**src/rtl/toy_bus_age_issue_buf_pkg.sv**
```systemverilog
// Shared constants and types for the age-ordered issue buffer.
//   DEPTH / IDX_W / DEST_W / OCC_W : buffer geometry
//   entry_t                        : one buffer slot {vld, dest, data}
//   popcnt()                       : occupancy count of a valid mask
package toy_bus_age_issue_buf_pkg;

  localparam int unsigned DEPTH      = 4;
  localparam int unsigned IDX_W      = 2;
  localparam int unsigned DEST_W     = 2;
  localparam int unsigned OCC_W      = 3;
  localparam int unsigned PKG_DATA_W = 32;

  typedef struct packed {
    logic                  vld;
    logic [DEST_W-1:0]     dest;
    logic [PKG_DATA_W-1:0] data;
  } entry_t;

  function automatic logic [OCC_W-1:0] popcnt(input logic [DEPTH-1:0] v);
    logic [OCC_W-1:0] n;
    n = '0;
    for (int i = 0; i < int'(DEPTH); i++) begin
      n = n + OCC_W'(v[i]);
    end
    return n;
  endfunction

endpackage

```
**src/rtl/toy_bus_age_issue_buf_if.sv**
```systemverilog
// Handshake bundle of the issue buffer.
//   producer side : in_vld, in_rdy, in_dest, in_data
//   consumer side : dest_rdy, out_vld, out_rdy, out_dest, out_data, out_idx
//   status        : occupancy
// slave = the buffer, master = the environment driving it.
interface toy_bus_age_issue_buf_if
  import toy_bus_age_issue_buf_pkg::*;
#(
  parameter int unsigned DATA_W = 32
);
  logic              in_vld;
  logic              in_rdy;
  logic [DEST_W-1:0] in_dest;
  logic [DATA_W-1:0] in_data;
  logic [3:0]        dest_rdy;
  logic              out_vld;
  logic              out_rdy;
  logic [DEST_W-1:0] out_dest;
  logic [DATA_W-1:0] out_data;
  logic [IDX_W-1:0]  out_idx;
  logic [OCC_W-1:0]  occupancy;

  modport slave (
    input  in_vld, in_dest, in_data, dest_rdy, out_rdy,
    output in_rdy, out_vld, out_dest, out_data, out_idx, occupancy
  );

  modport master (
    output in_vld, in_dest, in_data, dest_rdy, out_rdy,
    input  in_rdy, out_vld, out_dest, out_data, out_idx, occupancy
  );
endinterface

```
**src/rtl/toy_bus_age_mtx_alloc.sv**
```systemverilog
// Age matrix for the issue buffer. age_row_i[j]=1 means entry i is older than j.
//   clk, rst_n : clock, asynchronous active-low reset (matrix clears to 0)
//   alloc_en   : one-hot slot being written this edge
//   age_row_0..3 : matrix rows
// A freshly allocated entry becomes younger than every other entry. Rows of
// freed entries are left stale; consumers mask them with the valid bits.
module toy_bus_age_mtx_alloc
  import toy_bus_age_issue_buf_pkg::*;
(
  input  logic             clk,
  input  logic             rst_n,
  input  logic [DEPTH-1:0] alloc_en,
  output logic [DEPTH-1:0] age_row_0,
  output logic [DEPTH-1:0] age_row_1,
  output logic [DEPTH-1:0] age_row_2,
  output logic [DEPTH-1:0] age_row_3
);

  logic [DEPTH-1:0] r_age [DEPTH];

  always_ff @(posedge clk or negedge rst_n) begin
    if (!rst_n) begin
      for (int i = 0; i < int'(DEPTH); i++) r_age[i] <= '0;
    end else begin
      for (int i = 0; i < int'(DEPTH); i++) begin
        if (alloc_en[i]) begin
          r_age[i] <= '0;
        end else if (|alloc_en) begin
          // alloc_en[i]=0 here, so the diagonal is never set
          r_age[i] <= r_age[i] | alloc_en;
        end
      end
    end
  end

  assign age_row_0 = r_age[0];
  assign age_row_1 = r_age[1];
  assign age_row_2 = r_age[2];
  assign age_row_3 = r_age[3];

endmodule

```
**src/rtl/toy_bus_age_issue_buf.sv**
```systemverilog
// Four-entry issue buffer that presents the oldest entry whose destination is
// ready. Allocation takes the lowest free slot; age ordering is kept in
// toy_bus_age_mtx_alloc.
//   clk, rst_n : clock, asynchronous active-low reset
//   bus        : slave side of toy_bus_age_issue_buf_if (producer handshake,
//                per-destination ready, consumer handshake, occupancy)
module toy_bus_age_issue_buf
  import toy_bus_age_issue_buf_pkg::*;
#(
  parameter int unsigned DATA_W = 32,
  parameter int unsigned DEPTH  = 4
) (
  input  logic                     clk,
  input  logic                     rst_n,
  toy_bus_age_issue_buf_if.slave   bus
);

  // Slot payload width is the package entry width; the top parameters are
  // only allowed to restate it.
  if (DATA_W != PKG_DATA_W || DEPTH != toy_bus_age_issue_buf_pkg::DEPTH) begin : g_param_chk
    $error("toy_bus_age_issue_buf: DATA_W/DEPTH must match the package");
  end

  entry_t           r_ent [DEPTH];
  logic [DEPTH-1:0] w_vld;
  logic [DEPTH-1:0] w_elig;
  logic [DEPTH-1:0] w_sel;
  logic [DEPTH-1:0] w_alloc_oh;
  logic [DEPTH-1:0] w_alloc_en;
  logic [DEPTH-1:0] w_age_row [DEPTH];
  logic             w_enq;
  logic             w_deq;

  toy_bus_age_mtx_alloc u_age (
    .clk       (clk),
    .rst_n     (rst_n),
    .alloc_en  (w_alloc_en),
    .age_row_0 (w_age_row[0]),
    .age_row_1 (w_age_row[1]),
    .age_row_2 (w_age_row[2]),
    .age_row_3 (w_age_row[3])
  );

  always_comb begin
    w_vld  = '0;
    w_elig = '0;
    for (int i = 0; i < int'(DEPTH); i++) begin
      w_vld[i]  = r_ent[i].vld;
      w_elig[i] = r_ent[i].vld & bus.dest_rdy[r_ent[i].dest];
    end
  end

  // Oldest eligible: no other eligible entry claims to be older than it.
  always_comb begin
    logic w_blocked;
    w_sel = '0;
    for (int i = 0; i < int'(DEPTH); i++) begin
      w_blocked = 1'b0;
      for (int j = 0; j < int'(DEPTH); j++) begin
        if (w_elig[j] && w_age_row[j][i]) w_blocked = 1'b1;
      end
      w_sel[i] = w_elig[i] & ~w_blocked;
    end
  end

  // Lowest-index free slot, from pre-edge valid bits only.
  always_comb begin
    w_alloc_oh = '0;
    for (int i = int'(DEPTH) - 1; i >= 0; i--) begin
      if (!w_vld[i]) w_alloc_oh = DEPTH'(1) << i;
    end
  end

  assign w_enq      = bus.in_vld & bus.in_rdy;
  assign w_deq      = bus.out_vld & bus.out_rdy;
  assign w_alloc_en = w_enq ? w_alloc_oh : '0;

  always_ff @(posedge clk or negedge rst_n) begin
    if (!rst_n) begin
      for (int i = 0; i < int'(DEPTH); i++) r_ent[i] <= '0;
    end else begin
      for (int i = 0; i < int'(DEPTH); i++) begin
        if (w_alloc_en[i]) begin
          r_ent[i] <= '{vld: 1'b1, dest: bus.in_dest, data: bus.in_data};
        end else if (w_deq && w_sel[i]) begin
          r_ent[i].vld <= 1'b0;
        end
      end
    end
  end

  // w_sel is one-hot or zero, so OR-muxing yields zeros when nothing is eligible.
  always_comb begin
    bus.out_dest = '0;
    bus.out_data = '0;
    bus.out_idx  = '0;
    for (int i = 0; i < int'(DEPTH); i++) begin
      if (w_sel[i]) begin
        bus.out_dest = bus.out_dest | r_ent[i].dest;
        bus.out_data = bus.out_data | r_ent[i].data;
        bus.out_idx  = bus.out_idx | IDX_W'(i);
      end
    end
  end

  assign bus.out_vld   = |w_elig;
  assign bus.in_rdy    = ~&w_vld;
  assign bus.occupancy = popcnt(w_vld);

endmodule

```
**src/flat_wrapper.sv**
```systemverilog
// flat-port wrapper written by rule: the top's interface ports become plain ports
module toy_bus_age_issue_buf_flat import toy_bus_age_issue_buf_pkg::*;
#(
  parameter int unsigned DATA_W = 32,
  parameter int unsigned DEPTH  = 4
)
  (clk, rst_n, bus_in_vld, bus_in_dest, bus_in_data, bus_dest_rdy, bus_out_rdy, bus_in_rdy, bus_out_vld, bus_out_dest, bus_out_data, bus_out_idx, bus_occupancy);
  toy_bus_age_issue_buf_if #(.DATA_W(DATA_W)) bus_i ();
  input  logic clk;
  input  logic rst_n;
  input wire logic [$bits(bus_i.in_vld)-1:0] bus_in_vld;
  input wire logic [$bits(bus_i.in_dest)-1:0] bus_in_dest;
  input wire logic [$bits(bus_i.in_data)-1:0] bus_in_data;
  input wire logic [$bits(bus_i.dest_rdy)-1:0] bus_dest_rdy;
  input wire logic [$bits(bus_i.out_rdy)-1:0] bus_out_rdy;
  output wire logic [$bits(bus_i.in_rdy)-1:0] bus_in_rdy;
  output wire logic [$bits(bus_i.out_vld)-1:0] bus_out_vld;
  output wire logic [$bits(bus_i.out_dest)-1:0] bus_out_dest;
  output wire logic [$bits(bus_i.out_data)-1:0] bus_out_data;
  output wire logic [$bits(bus_i.out_idx)-1:0] bus_out_idx;
  output wire logic [$bits(bus_i.occupancy)-1:0] bus_occupancy;
  assign bus_i.in_vld = bus_in_vld;
  assign bus_i.in_dest = bus_in_dest;
  assign bus_i.in_data = bus_in_data;
  assign bus_i.dest_rdy = bus_dest_rdy;
  assign bus_i.out_rdy = bus_out_rdy;
  assign bus_in_rdy = bus_i.in_rdy;
  assign bus_out_vld = bus_i.out_vld;
  assign bus_out_dest = bus_i.out_dest;
  assign bus_out_data = bus_i.out_data;
  assign bus_out_idx = bus_i.out_idx;
  assign bus_occupancy = bus_i.occupancy;
  toy_bus_age_issue_buf #(.DATA_W(DATA_W), .DEPTH(DEPTH)) u_core (.clk(clk), .rst_n(rst_n), .bus(bus_i));
endmodule
```
**config.mk**
```make
export PLATFORM = sky130hd
export DESIGN_NAME = toy_bus_age_issue_buf_flat
export DESIGN_NICKNAME = d
export VERILOG_FILES = /design/src/rtl/toy_bus_age_issue_buf_pkg.sv /design/src/rtl/toy_bus_age_issue_buf_if.sv /design/src/rtl/toy_bus_age_mtx_alloc.sv /design/src/rtl/toy_bus_age_issue_buf.sv /design/src/flat_wrapper.sv
export SDC_FILE = /design/constraint.sdc
export NUM_CORES = 1
export LEC_CHECK = 0
export CAP_MARGIN = 20
export CORE_ASPECT_RATIO = 0.8
export CORE_UTILIZATION = 40
export CTS_BUF_LIST = sky130_fd_sc_hd__clkbuf_4 sky130_fd_sc_hd__clkbuf_8
export DETAILED_ROUTE_END_ITERATION = 8
export GPL_TIMING_DRIVEN = 0
export PLACE_DENSITY = 0.66
export SYNTH_ARGS = -nofsm -noshare
export SYNTH_HDL_FRONTEND = slang
export SYNTH_SLANG_ARGS = --single-unit
```
**constraint.sdc**
```tcl
create_clock -name clk -period 2.2 [get_ports clk]
set_input_delay 0.22 -clock clk [delete_from_list [all_inputs] [get_ports clk]]
set_output_delay 0.22 -clock clk [all_outputs]
set_load 0.01 [all_outputs]
```
=== Word-level counts from Yosys, hierarchy flattened ===
Cells that the tools add are included.

* Add/sub/neg operators: 3
* Reduce and logical (&&, ||, !) cells: 32
* Multiplexer cells: 56
* Magnitude comparators: 4
* Bitwise gates (word level): 24

{| class="wikitable"
|+ Operator list
! operator !! number
|-
| two-way mux 32 bit || 4
|-
| bitwise OR 32 bit || 3
|-
| two-way mux 4 bit || 13
|-
| two-way mux 1 bit || 29
|-
| logical AND 1 bit || 20
|-
| bitwise OR 4 bit || 4
|-
| nonzero test 2 bit || 8
|-
| less-than comparator 2 x 3 -> 1 bit (second input constant) || 4
|-
| two-way mux 2 bit || 6
|-
| AND 1 bit || 10
|-
| binary-select mux 1 bit (select 2 bit) || 4
|-
| OR reduction 4 bit || 2
|-
| adder 3 x 1 -> 3 bit || 2
|-
| bitwise OR 2 bit || 3
|-
| NOT 1 bit || 4
|-
| AND reduction 4 bit || 1
|-
| adder 1 x 1 -> 2 bit || 1
|-
| zero test 1 bit || 1
|}

* Register bits: 156
* Word-level logic and storage cells: 135
* Bits of input ports: 42

=== Logic depth before layout (Yosys ltp) ===
* Depth after elaboration: 17
* Depth in mapped cells: 8
* Gate-level depth less buffers: 6

=== Cells and area by module ===
A second synthesis with hierarchy kept.

* Cell total of the unflattened synthesis: 626
* Area, all modules: 7055.5 um2

{| class="wikitable"
|+ Modules (own cells, without submodules)
! module !! sequential area each (um2) !! area an instance (um2) !! cells an instance !! instances
|-
| toy_bus_age_issue_buf || 3503.4 || 6510.0 || 594 || 1
|-
| toy_bus_age_mtx_alloc || 400.4 || 545.5 || 32 || 1
|}

=== Least setup slack after synthesis ===
Ideal clock, no wire load.

* Path kind: flip-flop to output port
* Start point: register u_core.r_ent[68] (netlist bit)
* End point: output bus_out_data[10]
* Cell stages (with the launch flop): 7
* Setup slack: 161 ps
* Buffers on the path: 1
* Data required time: 1980 ps
* Data arrival time: 1819 ps
* Path through: dfrtp_1 > mux2i_1 > o32ai_2 > nor4b_4 > buf_6 > a22o_1 > a221o_1

* Cells in the longest elaborated chain, start to end: 15
* Elaborated cells between the ends (all ways): 30

{| class="wikitable"
|+ RTL lines
! what !! RTL line !! text
|-
| start: declaration || toy_bus_age_issue_buf.sv:24 || <nowiki>entry_t r_ent [DEPTH];</nowiki>
|-
| start signal: indexed assignment || toy_bus_age_issue_buf.sv:84 || <nowiki>r_ent[i] <= '{vld: 1'b1, dest: bus.in_dest, data: bus.in_data};</nowiki>
|-
| binary-select mux 1 bit (select 2 bit) (*) || toy_bus_age_issue_buf.sv:49 || <nowiki>w_elig[i] = r_ent[i].vld & bus.dest_rdy[r_ent[i].dest];</nowiki>
|-
| two-way mux 1 bit (not written as such) (*) || toy_bus_age_issue_buf.sv:49 ||
|-
| AND 1 bit (*) || toy_bus_age_issue_buf.sv:49 ||
|-
| logical AND 1 bit || toy_bus_age_issue_buf.sv:60 || <nowiki>if (w_elig[j] && w_age_row[j][i]) w_blocked = 1'b1;</nowiki>
|-
| two-way mux 1 bit (2 in series) || toy_bus_age_issue_buf.sv:60 ||
|-
| NOT 1 bit || toy_bus_age_issue_buf.sv:62 || <nowiki>w_sel[i] = w_elig[i] & ~w_blocked;</nowiki>
|-
| AND 1 bit || toy_bus_age_issue_buf.sv:62 ||
|-
| two-way mux 32 bit || toy_bus_age_issue_buf.sv:98 || <nowiki>if (w_sel[i]) begin</nowiki>
|-
| bitwise OR 32 bit || toy_bus_age_issue_buf.sv:100 || <nowiki>bus.out_data = bus.out_data | r_ent[i].data;</nowiki>
|-
| two-way mux 32 bit || toy_bus_age_issue_buf.sv:98 ||
|-
| bitwise OR 32 bit || toy_bus_age_issue_buf.sv:100 ||
|-
| two-way mux 32 bit || toy_bus_age_issue_buf.sv:98 ||
|-
| bitwise OR 32 bit || toy_bus_age_issue_buf.sv:100 ||
|-
| two-way mux 32 bit (*) || toy_bus_age_issue_buf.sv:98 ||
|-
| end: declaration || flat_wrapper.sv:19 || <nowiki>output wire logic [$bits(bus_i.out_data)-1:0] bus_out_data;</nowiki>
|}

Every way passes the cells marked *; elsewhere a longest branch is shown, timed or not. The select of a mux whose other input is x is not followed.

=== Worst setup path in the final report ===
* Start point: register u_core.r_ent[33] (netlist bit)
* End point: output bus_out_data[19]

* Cells in the longest elaborated chain, start to end: 14
* Elaborated cells between the ends (all ways): 26

{| class="wikitable"
|+ RTL lines
! what !! RTL line
|-
| binary-select mux 1 bit (select 2 bit) (*) || toy_bus_age_issue_buf.sv:49
|-
| two-way mux 1 bit (not written as such) (*) || toy_bus_age_issue_buf.sv:49
|-
| AND 1 bit (*) || toy_bus_age_issue_buf.sv:49
|-
| logical AND 1 bit || toy_bus_age_issue_buf.sv:60
|-
| two-way mux 1 bit || toy_bus_age_issue_buf.sv:60
|-
| NOT 1 bit || toy_bus_age_issue_buf.sv:62
|-
| AND 1 bit || toy_bus_age_issue_buf.sv:62
|-
| two-way mux 32 bit || toy_bus_age_issue_buf.sv:98
|-
| bitwise OR 32 bit || toy_bus_age_issue_buf.sv:100
|-
| two-way mux 32 bit || toy_bus_age_issue_buf.sv:98
|-
| bitwise OR 32 bit || toy_bus_age_issue_buf.sv:100
|-
| two-way mux 32 bit || toy_bus_age_issue_buf.sv:98
|-
| bitwise OR 32 bit || toy_bus_age_issue_buf.sv:100
|-
| two-way mux 32 bit (*) || toy_bus_age_issue_buf.sv:98
|}

Marked as above.

==> results.json <==
{
  "antenna_found_initial": 0,
  "rr_startpoint": "u_core.r_ent[103]",
  "drive_above_1_share": 0.2420,
  "numCtsBuffers": 17,
  "cts.reportedPaths.clkPinSlew_ns": 0.08,
  "reg2reg_slack_ns": 0.07,
  "avgRoutedWirePerCell_microns": 18.19,
  "grt_usage": 0.2257,
  "failed_checks": "setup timing",
  "postSynth.asyncResetShare": 1.000,
  "cellLeakagePower_nw": 4.399,
  "synth.avg_cell_area_sq_um": 9.918,
  "switching_power_mw": 5.825,
  "cp.required_ns": 1.98,
  "hold_path.class": "in -> async",
  "place.gp.congestion": 0.7897,
  "grt_pass1_vias": 5585,
  "synth_area_sq_um": 7032,
  "cap_violations": 0,
  "crit_family": "buffers and inverters",
  "slew_viol_final": 0,
  "grt_max_degree": 123,
  "synth_area_leaders": "dfrtp_1 56%, nand2_1 17%, mux2_2 5.4%",
  "synth_flop_cell": "dfrtp_1",
  "endpoint": "bus_out_data[19]",
  "cp.depth": 8,
  "fin_nets": 883,
  "synthCells": 709,
  "grt_overflow": 0,
  "start_kind": "flip-flop",
  "seq_power_share": 0.332,
  "yosysMostFrequentCell": "nand2_1",
  "antenna_cells": 0,
  "power_frac_comb": 0.517,
  "design_area_sq_um": 9022,
  "ys_seq_area_frac": 0.5552,
  "synth_commonest_cells": "313 x nand2_1, 156 x dfrtp_1, 34 x a221o_1, 34 x a22o_1, 34 x mux2_2",
  "drcViolationCount": 0,
  "min_period_over_period": 1.297,
  "ios": 83,
  "die_x_microns": 150.2,
  "fin_setup_tns_ns": -20.80,
  "drt_iter0_drc": 470,
  "htree_levels": 4,
  "finalSetupViolCount": 40,
  "synth_edf_count": 0,
  "synth_xor_area_frac": 0,
  "synth_fp_nets": 755,
  "die_area_sq_um": 18120,
  "holdWs_ns": 0.2130,
  "worstSetupPathType": "reg -> out",
  "clock_skew_ns": 0.009074,
  "cts_tree": "done",
  "slowest_delay_ns": 0.43,
  "grt_setup_unrepaired": "yes",
  "placed_cell_area_sq_um": 8160,
  "post-place-ws_ns": -1.010,
  "via_count": 5668,
  "viasPerCell": 5.312,
  "first_pass_iters": 5,
  "cts_sinks": 156,
  "crit_slowest_cell": "dfrtp_2",
  "worst_slack_ns": -0.6530,
  "yosys.area_share.simple": 0.2119,
  "path_common_cell": "buf_8",
  "p_int_mw": 9.329,
  "fmax_mhz": 350.5,
  "cp-startpoint": "u_core.r_ent[33]",
  "ant_nets": 0,
  "crit_chain": "mux2i_2, o22ai_4, buf_4, and4b_1, buf_8, buf_8, a221o_1, buf_2",
  "synth-compound-area-share": 0.1187,
  "synth_top_area_frac": 0.5552,
  "power.share.switching": 0.3844,
  "yosys_warnings": 0,
  "area_growth_pct": 28.31,
  "p_per_area_nw_per_um2": 1680,
  "grt_pass1_wl_mm": 30.66,
  "ff2ff_path_depth": 6,
  "worstSetupEndpointType": "output port",
  "yosysTopAreaCell": "dfrtp_1",
  "synthDistinctLibCells": 33,
  "path_buf_inv": 4,
  "root_buffer": "clkbuf_8",
  "slew_headroom": 0.5446,
  "crit_fanout": 8,
  "rr_endpoint": "u_core.r_ent[69]",
  "finalHoldViolCount": 0,
  "synth_top_family_by_area": "simple AND/OR/NAND/NOR gates",
  "clock_power_share": 0.151,
  "status": "complete, but fails checks",
  "finalCriticalPeriod_ns": 2.853,
  "worstMarginPinSlew_ns": 0.6831,
  "core.rowCount": 42,
  "die_y_microns": 120.6,
  "synthMuxAreaShare": 0.06584,
  "place.port_buffers": 82,
  "ys_seq_elements": 156,
  "yosys.area_share.adder": 0.008185,
  "insertion_delay_ns": 0.46,
  "core-area_sq_um": 16870,
  "clock_tree.buffer_depth": 2,
  "dp_hpwl_mm": 11.89,
  "start_util": 0.4169,
  "crit_arrival_ns": 2.63,
  "fillers": 1506,
  "wirelength_mm": 19.41,
  "peakVddDrop_v": 0.0008917
}
worst min-delay path by stage:
| stage | startpoint | endpoint | slack (ns) | depth (start not counted) |
|---|---|---|---|---|
| 6_report | rst_n | u_core.r_ent[1] | 0.21 | 2 |
| 4_1_cts | rst_n | u_core.r_ent[1] | 0.20 | 2 |
| 3_3_place_gp | u_core.r_ent[88] | u_core.r_ent[88] | 0.46 | 2 |
| 5_1_grt | rst_n | u_core.r_ent[106] | 0.22 | 2 |
| 3_5_place_dp | rst_n | u_core.r_ent[35] | 0.11 | 1 |
| 2_1_floorplan | rst_n | u_core.r_ent[0] | -0.08 | 0 |
power by group through the flow:
stage	clock, mW	sequential, mW	combinational [mW]
floorplan	0	4.81	4.37
global placement	0	4.98	7.02
detailed placement	0	5.02	7.09
CTS	2.30	4.99	7.34
global route	2.43	5.19	8.48
finish	2.28	5.03	7.84
metal layers:
metal / global-route usage / vias to the layer above / share of wire
li1: - / 2652 / -
met1: 0.3348 / 2804 / 0.47
met2: 0.3307 / 192 / 0.44
met3: 0.04566 / 20 / 0.071
met4: 0.06755 / 0 / 0.013
met5: 0 / - / 0
state kept, by name (all words and copies together) (netlist names):
register,cells
u_core.u_age.age_row_2,4
u_core.u_age.age_row_0,4
u_core.u_age.age_row_3,4
u_core.u_age.age_row_1,4
u_core.r_ent,140
cell usage in the layout (no fill, tap or decap), drive strengths merged, types with 2 or more instances in the layout:
cell / count
a21oi: 9
a221o: 34
a22o: 34
a22oi: 2
and2: 4
and4b: 2
buf: 87
bufinv: 3
clkbuf: 46
clkdlybuf4s50: 40
clkinv: 2
clkinvlp: 2
dfrtp: 156
ha: 3
inv: 7
mux2: 34
mux2i: 8
nand2: 313
nand2b: 4
nand3: 9
nand3b: 3
nor2: 19
nor4b: 2
o22ai: 5
o32ai: 7
or2: 4
timing repair:
action,in CTS,in global routing
gates resized for setup,208,52
hold endpoints to repair,34,0
pin swaps,12,12
gates cloned,3,2
hold buffers,1,0
buffers inserted,17,5
endpoints found under the setup margin,133,121
kinds of logic (layout without fill, tap and decap cells):
| family | Yosys count | count (layout) |
|---|---|---|
| DFF | 156 | 156 |
| muxes | 42 | 42 |
| AOI/OAI and AO/OA | 92 | 92 |
| and+or+nand+nor | 364 | 364 |
| adders and majority gates | 4 | 4 |
| buffers and inverters | 51 | 189 |
per-stage QoR:
| step | utilization | std cells | power [mW] |
|---|---|---|---|
| after floorplan | - | 709 | 9.177 |
| after global placement | 0.4818 | 1011 | 12.01 |
| after detailed placement | 0.4838 | 1012 | 12.11 |
| after CTS | 0.5235 | 1062 | 14.64 |
| after global routing | 0.5349 | 1067 | 16.11 |
| final | 0.5349 | 1067 | 15.15 |
layout make-up:
class,count,area [sq um],share of cell area
Buffer,43,342.8,0.03800
Clock buffer,22,290.3,0.03217
Clock inverter,7,115.1,0.01276
Inverter,7,26.28,0.002912
Multi-Input combinational cell,502,3068,0.3400
Sequential cell,156,3910,0.4334
Tap cell,220,275.3,0.03051
Timing Repair Buffer,110,994.7,0.1102
Power figures use the tool's default switching activity.
==> edit: new RTL, same settings <==
The package constant `IDX_W` goes from 2 to 3.
--- a/src/rtl/toy_bus_age_issue_buf_pkg.sv
+++ b/src/rtl/toy_bus_age_issue_buf_pkg.sv
@@ -5,7 +5,7 @@
 package toy_bus_age_issue_buf_pkg;
 
   localparam int unsigned DEPTH      = 4;
-  localparam int unsigned IDX_W      = 2;
+  localparam int unsigned IDX_W      = 3;
   localparam int unsigned DEST_W     = 2;
   localparam int unsigned OCC_W      = 3;
   localparam int unsigned PKG_DATA_W = 32;
Interface: changed (resized bus_out_idx); port bits go from 83 to 84. The function was not compared with the original's and may differ.
==> edit against the unedited design <==
The flow still finishes with violations (setup timing). Critical path depth is 1 higher. Count of clock-buffer cells in the layout unchanged. Design area fell by 2.3%. Worst setup slack gained 0.032 ns. Power decreased by 5.0%. Wire length shrank 2.1%. First-iteration DRC count increased by 2.1%. Critical endpoint is now bus_out_data[21]. Sequential share of layout area increased by 1.0 points. Cell count down 0.28%. Synthesized area increased by 0.16%. Sequential cell count stayed put.
==> edit: results (changes against the unedited design) <==
- Status: finished with violations
- Failing checks: setup timing
- TNS Setup: -20.72 ns (+0.07150 ns)
- Setup crit start: u_core.r_ent[103]
- RePlAce Congestion: 0.7658 (-3.0%)
- Reg-to-reg critical path startpoint: u_core.r_ent[104]
- Dpl hpwl: 11,930 um (+0.34%)
- WL final: 19,000 um (-2.1%)
- Fraction of layout cells with a size suffix above 1: 23.60% (-0.60 points)
- Data arrival, critical path: 2.60 ns (-0.03 ns)
- Setup WS post-layout: -0.6207 ns (+0.03226 ns)
- Final setup viols: 49 (+23%)
- Worst slew pin tran: 0.6703 ns (-0.01281 ns)
- First-pass DRT Iterations: 6 (+1)
- Worst VDD drop: 764.3 uV (-14%)
- Clk_skew: 0.01237 ns (+0.003297 ns)
- Final hold slack: 0.2268 ns (+0.01383 ns)
- R2R cell count: 8 (+2)
- Core Util, Final: 51.02% (-2.5 points)
- Largest net degree at the start of global routing: 122 (-0.81%)
- Vias in the first global route: 5,654 (+1.2%)
- Critical path fanouts, max: 10 (+2)
- Main area contributors after synthesis: dfrtp_1 55%, nand2_1 17%, mux2_2 5.4%
- Syn Nets: 757 (+0.26%)
- Vias per cell: 5.265 (-0.89%)
- Initial detailed-routing violation count: 480 (+2.1%)
- Top delay family on crit path: compound AO/OA/AOI/OAI gates
- Nets@finish: 874 (-1.0%)
- GRT Resource Usage Total: 22.42% (-0.15 points)
- R2r setup slk: -0.04 ns (-0.11 ns)
[edit: cell count changes after synthesis, sizes merged]
cell	change
buf	+1
conb	+1
[edit: repair_timing]
action,4_1_cts,5_1_grt
buffers inserted,12,1
hold buffers,1,0
gates resized for setup,216,31
cloned,0,0
setup endpoints to repair,123,151
pin swaps,10,19
endpoints found under the hold margin,35,0
[edit: layer usage]
layer	part of all wire, %	GRT usage [%]
met1	47	33.04
met4	1.4	4.987
met5	0	0
met2	45	33.21
met3	6.6	5.358
[edit: logic make-up after synthesis]
family | count (synthesis) | synth area share, %
AND/OR/NAND/NOR | 364 | 21.16
flip-flops | 156 | 55.43
AO/OA/AOI/OAI | 92 | 11.85
buffers and inverters | 52 | 4.122
multiplexers | 42 | 6.573
adder cells (fa/ha/maj) | 4 | 0.8173
other | 1 | 0.05324
[edit: area by class of cell]
type                    instances  area share, %
flip-flops and latches        156          44.38
multi-input cells             503          34.82
repair buffers                 98          9.344
plain buffers                  45          3.650
clock buffers                  22          3.224
well taps                     225          3.195
clock inverters                 8          1.065
inverters                       7         0.3266
[edit: worst max path at each step]
stage                             endpoint  slack [ns]
final                     bus_out_data[21]       -0.62
after CTS                  bus_out_data[8]       -0.64
after floorplan           bus_out_data[10]        0.16
after global routing      bus_out_data[27]       -0.71
after detailed placement  bus_out_data[13]       -1.11
after global placement    u_core.r_ent[50]       -5.60
[edit: stage by stage]
| stage | std cells | setup WS, ns |
|---|---|---|
| global route | 1064 | -0.7132 |
| finish | 1064 | -0.6207 |
| global placement | 1018 | -5.597 |
| floorplan | 711 | 0.1607 |
| CTS | 1063 | -0.6432 |
| detailed placement | 1020 | -1.109 |
[edit: where the power goes]
part           internal, uW  leakage, uW  switching, uW
Sequential             4210      0.00192            825
Clock                  1090     0.000202           1020
Combinational          3470      0.00217           3790
